===== config.mk =====
export PLATFORM = sky130hd
export DESIGN_NAME = layer0_input_packer_flat
export DESIGN_NICKNAME = d
export VERILOG_FILES = /design/src/rtl/layer0_input_packer_if.sv /design/src/rtl/layer0_input_packer.sv /design/src/flat_wrapper.sv
export SDC_FILE = /design/constraint.sdc
export NUM_CORES = 1
export LEC_CHECK = 0
export CORE_ASPECT_RATIO = 1.2
export CORE_MARGIN = 3
export CORE_UTILIZATION = 48
export CTS_CLUSTER_DIAMETER = 200
export DETAILED_ROUTE_END_ITERATION = 6
export PLACE_DENSITY = 0.76
export SYNTH_ARGS = -nofsm -noshare
export SYNTH_HDL_FRONTEND = slang
export SYNTH_SLANG_ARGS = --single-unit

===== constraint.sdc =====
create_clock -name clk -period 3.4 [get_ports clk]
set_clock_uncertainty 0.2 [all_clocks]
set_input_delay 0.68 -clock clk [delete_from_list [all_inputs] [get_ports clk]]
set_output_delay 0.68 -clock clk [all_outputs]
set_load 0.1 [all_outputs]

===== src/rtl/layer0_input_packer_if.sv =====
// rtl/layer0_input_packer_if.sv - sample-in / frame-out handshake bundle for the layer-0 input packer
interface layer0_input_packer_if #(
  parameter int SAMPLE_W = 12,
  parameter int NUM_FEAT = 32
);
  logic                  s_valid;
  logic                  s_ready;
  logic [SAMPLE_W-1:0]   s_data;
  logic                  s_last;
  logic                  m_valid;
  logic                  m_ready;
  logic [2*NUM_FEAT-1:0] m_data;

  // Feeder side: drives samples, accepts frames.
  modport master (
    output s_valid, s_data, s_last, m_ready,
    input  s_ready, m_valid, m_data
  );

  // Packer side: accepts samples, drives frames.
  modport slave (
    input  s_valid, s_data, s_last, m_ready,
    output s_ready, m_valid, m_data
  );
endinterface


===== src/rtl/layer0_input_packer.sv =====
// rtl/layer0_input_packer.sv - thermometer-quantize samples and pack them into double-buffered layer-0 frames
module layer0_input_packer #(
  parameter int SAMPLE_W = 12,
  parameter int NUM_FEAT = 32,
  parameter int TH0      = -512,
  parameter int TH1      = 0,
  parameter int TH2      = 512,
  parameter int CNT_W    = 16
) (
  input  logic                   clk,
  input  logic                   rst,
  layer0_input_packer_if.slave   bus,
  output logic                   err,
  output logic [CNT_W-1:0]       frame_cnt,
  output logic [CNT_W-1:0]       drop_cnt
);

  localparam int IDX_W = (NUM_FEAT > 1) ? $clog2(NUM_FEAT) : 1;
  localparam logic [IDX_W-1:0] LAST_IDX = IDX_W'(NUM_FEAT - 1);
  localparam logic signed [SAMPLE_W-1:0] TH0_S = SAMPLE_W'(TH0);
  localparam logic signed [SAMPLE_W-1:0] TH1_S = SAMPLE_W'(TH1);
  localparam logic signed [SAMPLE_W-1:0] TH2_S = SAMPLE_W'(TH2);

  typedef enum logic {
    FILL = 1'b0,
    FULL = 1'b1
  } state_t;

  state_t                state, state_d;
  logic [IDX_W-1:0]      idx, idx_d;
  logic [2*NUM_FEAT-1:0] fill_buf;
  logic [2*NUM_FEAT-1:0] frame_word;
  logic [1:0]            code;
  logic                  accept;
  logic                  load_frame;
  logic                  load_buf;
  logic                  err_d;
  logic                  drop;
  logic                  m_valid_d;

  assign bus.s_ready = (state == FILL);
  assign accept      = bus.s_valid & bus.s_ready;

  // Thermometer code; a sample equal to a threshold takes the upper code.
  always_comb begin
    code = 2'd0;
    if ($signed(bus.s_data) >= TH2_S)
      code = 2'd3;
    else if ($signed(bus.s_data) >= TH1_S)
      code = 2'd2;
    else if ($signed(bus.s_data) >= TH0_S)
      code = 2'd1;
  end

  // A completing frame bypasses the buffer so the final code lands in m_data on the same edge.
  always_comb begin
    frame_word = fill_buf;
    frame_word[2*NUM_FEAT-1 -: 2] = code;
  end

  // Fill buffer: every slot is rewritten each frame, so it never needs clearing.
  always_ff @(posedge clk) begin
    if (accept)
      fill_buf[{idx, 1'b0} +: 2] <= code;
  end

  // Next-state, slot index and frame/drop decisions.
  always_comb begin
    state_d    = state;
    idx_d      = idx;
    load_frame = 1'b0;
    load_buf   = 1'b0;
    err_d      = 1'b0;
    drop       = 1'b0;
    m_valid_d  = bus.m_valid & ~bus.m_ready;
    case (state)
      FILL: begin
        if (accept) begin
          if (bus.s_last != (idx == LAST_IDX)) begin
            idx_d = '0;
            err_d = 1'b1;
            drop  = 1'b1;
          end else if (bus.s_last) begin
            idx_d = '0;
            if (!bus.m_valid || bus.m_ready) begin
              load_frame = 1'b1;
              m_valid_d  = 1'b1;
            end else begin
              state_d = FULL;
            end
          end else begin
            idx_d = idx + IDX_W'(1);
          end
        end
      end
      FULL: begin
        if (bus.m_valid && bus.m_ready) begin
          load_buf  = 1'b1;
          m_valid_d = 1'b1;
          state_d   = FILL;
        end
      end
      default: state_d = FILL;
    endcase
  end

  // State register and fill index.
  always_ff @(posedge clk or posedge rst) begin
    if (rst) begin
      state <= FILL;
      idx   <= '0;
    end else begin
      state <= state_d;
      idx   <= idx_d;
    end
  end

  // Output frame register and one-cycle error pulse.
  always_ff @(posedge clk or posedge rst) begin
    if (rst) begin
      bus.m_valid <= 1'b0;
      bus.m_data  <= '0;
      err         <= 1'b0;
    end else begin
      bus.m_valid <= m_valid_d;
      err         <= err_d;
      if (load_frame)
        bus.m_data <= frame_word;
      else if (load_buf)
        bus.m_data <= fill_buf;
    end
  end

  // Saturating status counters.
  always_ff @(posedge clk or posedge rst) begin
    if (rst) begin
      frame_cnt <= '0;
      drop_cnt  <= '0;
    end else begin
      if ((load_frame || load_buf) && (frame_cnt != {CNT_W{1'b1}}))
        frame_cnt <= frame_cnt + CNT_W'(1);
      if (drop && (drop_cnt != {CNT_W{1'b1}}))
        drop_cnt <= drop_cnt + CNT_W'(1);
    end
  end

endmodule


===== src/flat_wrapper.sv =====
// flat-port wrapper written by rule: the top's interface ports become plain ports
module layer0_input_packer_flat 
#(
  parameter int SAMPLE_W = 12,
  parameter int NUM_FEAT = 32,
  parameter int TH0      = -512,
  parameter int TH1      = 0,
  parameter int TH2      = 512,
  parameter int CNT_W    = 16
)
  (clk, rst, err, frame_cnt, drop_cnt, bus_s_valid, bus_s_data, bus_s_last, bus_m_ready, bus_s_ready, bus_m_valid, bus_m_data);
  layer0_input_packer_if #(.SAMPLE_W(SAMPLE_W), .NUM_FEAT(NUM_FEAT)) bus_i ();
  input  logic clk;
  input  logic rst;
  output logic err;
  output logic [CNT_W-1:0] frame_cnt;
  output logic [CNT_W-1:0] drop_cnt;
  input wire logic [$bits(bus_i.s_valid)-1:0] bus_s_valid;
  input wire logic [$bits(bus_i.s_data)-1:0] bus_s_data;
  input wire logic [$bits(bus_i.s_last)-1:0] bus_s_last;
  input wire logic [$bits(bus_i.m_ready)-1:0] bus_m_ready;
  output wire logic [$bits(bus_i.s_ready)-1:0] bus_s_ready;
  output wire logic [$bits(bus_i.m_valid)-1:0] bus_m_valid;
  output wire logic [$bits(bus_i.m_data)-1:0] bus_m_data;
  assign bus_i.s_valid = bus_s_valid;
  assign bus_i.s_data = bus_s_data;
  assign bus_i.s_last = bus_s_last;
  assign bus_i.m_ready = bus_m_ready;
  assign bus_s_ready = bus_i.s_ready;
  assign bus_m_valid = bus_i.m_valid;
  assign bus_m_data = bus_i.m_data;
  layer0_input_packer #(.SAMPLE_W(SAMPLE_W), .NUM_FEAT(NUM_FEAT), .TH0(TH0), .TH1(TH1), .TH2(TH2), .CNT_W(CNT_W)) u_core (.clk(clk), .rst(rst), .bus(bus_i), .err(err), .frame_cnt(frame_cnt), .drop_cnt(drop_cnt));
endmodule

After elaboration in Yosys (flattened, before gate mapping)
Index checks and enable logic that the tools add are counted.

Flip-flop bits (word level): 168. Output and inout bits: 99. Word-level logic and storage cells: 63.

Multiplexer cells: 30. Shift operators: 2. Reductions and logical operators: 8. Equality and inequality tests: 4. $lt $le $gt $ge: 3. Bitwise operators: 4. Add/subtract/negate cells: 4.

Operator list (number): 64-bit 2-to-1 mux (2); 64-bit bitwise mux (1); 2-bit by 8-bit variable shift with 64-bit output (first input constant) (1); 2-bit by 8-bit variable part select with 64-bit output (1); 16-bit by 1-bit adder with 16-bit output (second input constant) (2); 16-bit inequality test (second input constant) (2); 1-bit 2-to-1 mux (21); 12-bit by 1-bit greater-or-equal comparator with 1-bit output (second input constant) (1); 12-bit by 10-bit greater-or-equal comparator with 1-bit output (second input constant) (1); 12-bit by 11-bit greater-or-equal comparator with 1-bit output (second input constant) (1); 5-bit 2-to-1 mux (2); 6-bit negator with 8-bit output (1); 5-bit by 1-bit adder with 5-bit output (second input constant) (1); 5-bit == test (second input constant) (1); 2-bit 2-to-1 mux (2); 1-bit case mux with 2 select lines (2); 1-bit logical AND (3); 1-bit AND (2); 1-bit logical OR (2); 1-bit NOT (2); 2-bit AND reduction (1); 2-bit nonzero test (1); 1-bit logical NOT (1); 1-bit inequality test (1).

Depth between registers and ports, before layout
Gate-level depths: netlist of run 1.

Depth after elaboration: 9. Depth in mapped cells: 10.

Worst setup path before layout of run 1
Ideal clock, no wire load.

Path type: reg-to-reg. From: reg, netlist name u_core.idx[0]. To: reg u_core.fill_buf[50] (enable). Data required time: 2.871 ns. Path slack: 0.646 ns. Buffers on the path: 2. Arrival time: 2.225 ns. Cell stages (with the launch flop): 9. Setup time: 0.329 ns. Cells stage by stage: dfrtp_1 -> clkbuf_1 -> inv_1 -> ha_1 -> or3b_4 -> nor3_4 -> o21ai_2 -> buf_4 -> nor3_1.

RTL lines: end signal, assigned by index (line layer0_input_packer.sv:64) `fill_buf[{idx, 1'b0} +: 2] <= code;`; end, declared (line layer0_input_packer.sv:31) `logic [2*NUM_FEAT-1:0] fill_buf;`.

==> summary.txt, run 1 <==
status: finished, final reports clean
Synth-to-Final Area Change: 22.3%
worst r2r src: u_core.idx[1]
synthesized cell area: 7300 sq um
die area: 16700 sq um
number of synthesized register bits: 168
largest net degree at the start of global routing: 105
Initial Utilization: 0.498
number of flops mapped to enable cells by yosys: 64
Hold Path Origin: u_core.fill_buf[14]
hold_buf cts: 0
pwr/cell area: 567 nW/um^2
critical path fanouts, max: 14
nets@finish: 841
RSZ-0062 raised after global routing: no
fin. max-slew vios: 0
number of distinct library cells after synthesis: 52
Max Freq: 0.355 GHz
register area: 4520 sq um
post_cts resized: 0
gpl congestion: 0.873
Mapped Nets: 737
Core Area: 14700 sq um
Critical path origin: u_core.idx[1]
Startpoint Class: register
Slew HR: 0.535
period utilisation layout: 0.828
number of antenna violations at the first check in global routing: 0
CTS Sinks: 168
hold slack: 242 ps
IO Port Bufs: 106
sequential fraction of the synthesis area: 0.620
Reg clk slew, reported paths: 60 ps
Synth area leader: dfrtp_1
most common cell in the netlist: nand2_1
asr flop ratio synth: 0.619
fill count: 1280
crit path cell chain: inv_1 > ha_1 > or3b_4 > nor3_4 > o21ai_2 > nor3_1
endpoints failing setup: 0
vias: 5572
DRC Markers: 0
top cell type's share of synthesized area: 0.357
CTS tree: built
worst hold path type: reg2reg
chip width: 119 microns
vias in the first global route: 5473
CP Data Required Time: 3300 ps
n_diodes: 0
Area contributors post-synth: dfrtp_1 (36%), edfxtp_1 (26%), nand2_1 (11%), nor2_1 (4.5%), xor2_1 (2.8%)
Gate Count Post-Synth: 712
Post-Route WL: 17300 microns
crit-path max cell delay: 490 ps
layout cells sized above 1: 0.198
Sum Neg Setup Slack: 0 ps
CP Capture Type: register
clock buffer depth: 2
first-pass GRT wire length: 28000 microns
Leakage: 4.18 nW
Setup Fix Bufs, Post-CTS: 0
GRT Total Usage: 0.212
clock root buffer master: clkbuf_16
Crit Path Class: reg2reg
VDD IR-drop max: 0.000755 V
die span in y: 141 microns
crit path time final: 2820 ps
gr ovfl total: 0
vias per inst: 5.41
DP Wirelength: 12200 microns
Mean Syn Cell Area: 10.2 sq um
crit path DAT: 2710 ps
slowest cell on the critical path: dfrtp_1
post-route ant nets: 0
area of the multi-input gates: 2580 sq um
number of H-tree levels: 4
DRT iter0 DRCs: 696
total iterations of the first detailed-routing run: 5
MaxCap Viol Count: 0
Worst-Margin Slew: 697 ps
final hold vios: 0
Post-synth top cells: nand2_1 (213), dfrtp_1 (104), nor2_1 (87)
Syn. warnings: 0
WL/cell: 16.8 microns
CTS buffer count: 17
most common flop cell mapped by yosys: dfrtp_1
FP Rows: 48
IO Count: 116
worst skew pair latency: 430 ps
state kept, by name (all words and copies together) (netlist names):
signal and flops:
u_core.bus.m_valid 1, u_core.err 1, u_core.frame_cnt 16, u_core.idx 5
u_core.bus.m_data 64, u_core.state 1, u_core.drop_cnt 16, u_core.fill_buf 64
cell families after synthesis:
kind of cell | share of synthesized area
adder cells (fa/ha/maj) | 0.0151
buffers and inverters | 0.0271
XOR/XNOR | 0.0381
multiplexers | 0.00737
AO/OA/AOI/OAI | 0.0269
AND/OR/NAND/NOR | 0.265
flip-flops | 0.620
per-stage QoR:
step | area, sq um | power, W | setup slack (ps) | cells | util
after detailed placement | 8340 | 0.00321 | 556 | 997 | 0.569
after floorplan | 7300 | 0.00298 | 646 | 712 | -
after CTS | 8920 | 0.00508 | 592 | 1029 | 0.609
after global placement | 8340 | 0.00318 | 601 | 997 | 0.569
after global routing | 8920 | 0.00523 | 382 | 1029 | 0.609
final | 8920 | 0.00506 | 585 | 1029 | 0.609
layout make-up:
type | instances | area share
clock inverters | 13 | 0.0130
repair buffers | 116 | 0.104
inverters | 14 | 0.00631
clock buffers | 19 | 0.0520
flip-flops and latches | 168 | 0.507
well taps | 200 | 0.0281
multi-input cells | 499 | 0.290
path summary, 6_finish.rpt:
path	to	slack, ps	depth (start not counted)
max reg2reg	u_core.fill_buf[39]	580	6
min	u_core.bus.m_data[14]	240	2
max	u_core.fill_buf[39]	580	6
min reg2reg	u_core.bus.m_data[14]	240	2
min in group asynchronous	u_core.bus.m_data[10]	560	3
max in group asynchronous	u_core.drop_cnt[2]	2020	3
power breakdown:
part | internal, W | switching (W) | total (W)
logic | 0.000204 | 0.000713 | 0.000917
clock network | 0.00108 | 0.000803 | 0.00188
registers | 0.00216 | 0.000101 | 0.00226
total | 0.00344 | 0.00162 | 0.00506
routing by layer:
metal	global-route usage	share of wire
met1	0.273	0.41
met2	0.346	0.50
met3	0.0498	0.065
met4	0.0885	0.028
met5	0	0
layout by cell type, fill, tap and decap left out, types with 3 or more instances in the layout:
cell / count
a21oi_1: 8
and2_1: 3
and3_1: 4
buf_12: 3
buf_4: 106
clkbuf_16: 18
clkdlybuf4s50_1: 7
clkinv_2: 4
clkinvlp_4: 4
dfrtp_1: 104
edfxtp_1: 64
ha_1: 8
inv_1: 13
nand2_1: 213
nand2b_1: 5
nand3_1: 30
nand4_1: 13
nor2_1: 87
nor2b_1: 3
nor3_1: 35
nor3_2: 3
nor4_1: 7
o21ai_0: 9
xnor2_1: 5
xor2_1: 23
worst max-delay path, delay by kind of cell (launching register included):
kind                       cells  cell delay [ps]
DFF                            1              490
buffers and inverters          1              140
and+or+nand+nor                3             1070
AOI/OAI and AO/OA              1              270
adders and majority gates      1              320
(Power assumes the default switching activity.)
==> inputs of run 2 (changes only) <==
CORE_UTILIZATION = 54   (was 48)
PLACE_DENSITY = 0.8   (was 0.76)
clock period = 2.8 ns   (was 3.4 ns; I/O delays follow)
==> summary.txt, run 2 (same netlist as run 1, synthesis figures left out) <==
status: finished, violations left
failing checks: design-rule violations
crit path DAT: 2560 ps
endpoints failing setup: 0
FP Rows: 45
Post-DP Area: 8370 sq um
post-route cell area: 8950 sq um
vias: 5706
CTS tree: built
Core Area: 12900 sq um
top flop regs: u_core.bus.m_data (64), u_core.fill_buf (64)
final hold vios: 0
fin. max-slew vios: 0
commonest cells after routing, fill and taps aside: nand2_1 (213), buf_4 (114), dfrtp_1 (104), nor2_1 (87), edfxtp_1 (64)
post-route ant nets: 0
chip width: 112 microns
worst skew pair latency: 430 ps
Non-Filler Instances: 1002
VDD IR-drop max: 0.00107 V
Setup Fix Bufs, Post-CTS: 0
worst r2r src: u_core.idx[1]
pwr/cell area: 681 nW/um^2
worst setup path end: u_core.fill_buf[35]
total iterations of the first detailed-routing run: 7
R2R setup slack: 130 ps
clock root buffer master: clkbuf_16
number of antenna violations at the first check in global routing: 0
crit path time final: 2670 ps
FF-to-FF End: u_core.fill_buf[35]
fill count: 986
layout cells sized above 1: 0.204
CTS Sinks: 168
most common cell after layout, fill and taps aside: nand2_1
register area: 4520 sq um
Sum Neg Setup Slack: 0 ps
Critical path origin: u_core.idx[1]
DP Wirelength: 12200 microns
Slew HR: 0.466
area of the multi-input gates: 2590 sq um
MaxCap Viol Count: 0
Reg clk slew, reported paths: 60 ps
largest net degree at the start of global routing: 50
gpl congestion: 0.925
critical path fanouts, max: 14
Synth-to-Final Area Change: 22.7%
die span in y: 133 microns
die area: 14900 sq um
CP Data Required Time: 2690 ps
CP Capture Type: register
vias in the first global route: 5629
Worst-Margin Slew: 795 ps
placed cells: 970
first-pass GRT wire length: 28200 microns
GRT Total Usage: 0.237
gr ovfl total: 0
Leakage: 4.22 nW
Startpoint Class: register
Max Freq: 0.374 GHz
RSZ-0062 raised after global routing: no
Crit Path Class: reg2reg
n_diodes: 0
CTS buffer count: 17
vias per inst: 5.69
IO Port Bufs: 106
DRT iter0 DRCs: 669
number of H-tree levels: 4
worst hold path type: reg2reg
Initial Utilization: 0.563
Post-Route WL: 17200 microns
WL/cell: 17.2 microns
period utilisation layout: 0.954
nets@finish: 850
IO Count: 116
clock buffer depth: 2
DRC Markers: 1
Worst Reg-to-Reg Cells: 6
run 2: final cells by class:
class	instances	share of cell area
Sequential cell	168	0.505
Multi-Input combinational cell	499	0.290
Timing Repair Buffer	125	0.112
Clock buffer	26	0.0594
Tap cell	164	0.0229
Inverter	14	0.00629
Clock inverter	6	0.00419
run 2: power by group:
group          switching (W)  internal (W)  leakage [nW]  total (W)
Combinational       0.000855      0.000257          1.89    0.00111
Sequential          0.000124       0.00263          2.05    0.00275
Clock               0.000930       0.00131         0.281    0.00224
run 2: what timing repair did:
item / CTS / global route
endpoints found under the setup margin: 0 / 4
gates resized for setup: 0 / 2
hold buffers: 0 / 0
run 2: per-layer routing:
layer | part of all wire | vias up | track usage
met3 | 0.074 | 39 | 0.0550
met2 | 0.51 | 256 | 0.392
met5 | 0 | - | 0
li1 | - | 2627 | -
met4 | 0.026 | 0 | 0.100
met1 | 0.39 | 2784 | 0.301
run 2: worst min-delay path by stage:
stage | start | depth (start not counted) | end | slack (ps)
after detailed placement | u_core.fill_buf[35] | 2 | u_core.bus.m_data[35] | 230
after CTS | u_core.fill_buf[42] | 2 | u_core.bus.m_data[42] | 250
after global placement | u_core.fill_buf[3] | 2 | u_core.bus.m_data[3] | 230
after global routing | u_core.fill_buf[46] | 2 | u_core.bus.m_data[46] | 260
final | u_core.fill_buf[48] | 2 | u_core.bus.m_data[48] | 240
after floorplan | u_core.fill_buf[0] | 2 | u_core.bus.m_data[0] | 210
run 2: stage by stage:
stage | setup slack (ps) | hold slack [ps] | power (W) | utilization
after floorplan | 46.1 | 215 | 0.00362 | -
after global placement | 248 | 227 | 0.00387 | 0.647
after detailed placement | 166 | 228 | 0.00389 | 0.647
after CTS | 161 | 248 | 0.00611 | 0.691
after global routing | 11.1 | 260 | 0.00630 | 0.691
final | 129 | 245 | 0.00610 | 0.691
run 2: worst max-delay path: stages, from the launching register on:
cell	delay [ps]
dfrtp_1	510
inv_1	120
ha_1	210
buf_4	160
a21oi_1	400
o21ai_2	310
nor3_1	410
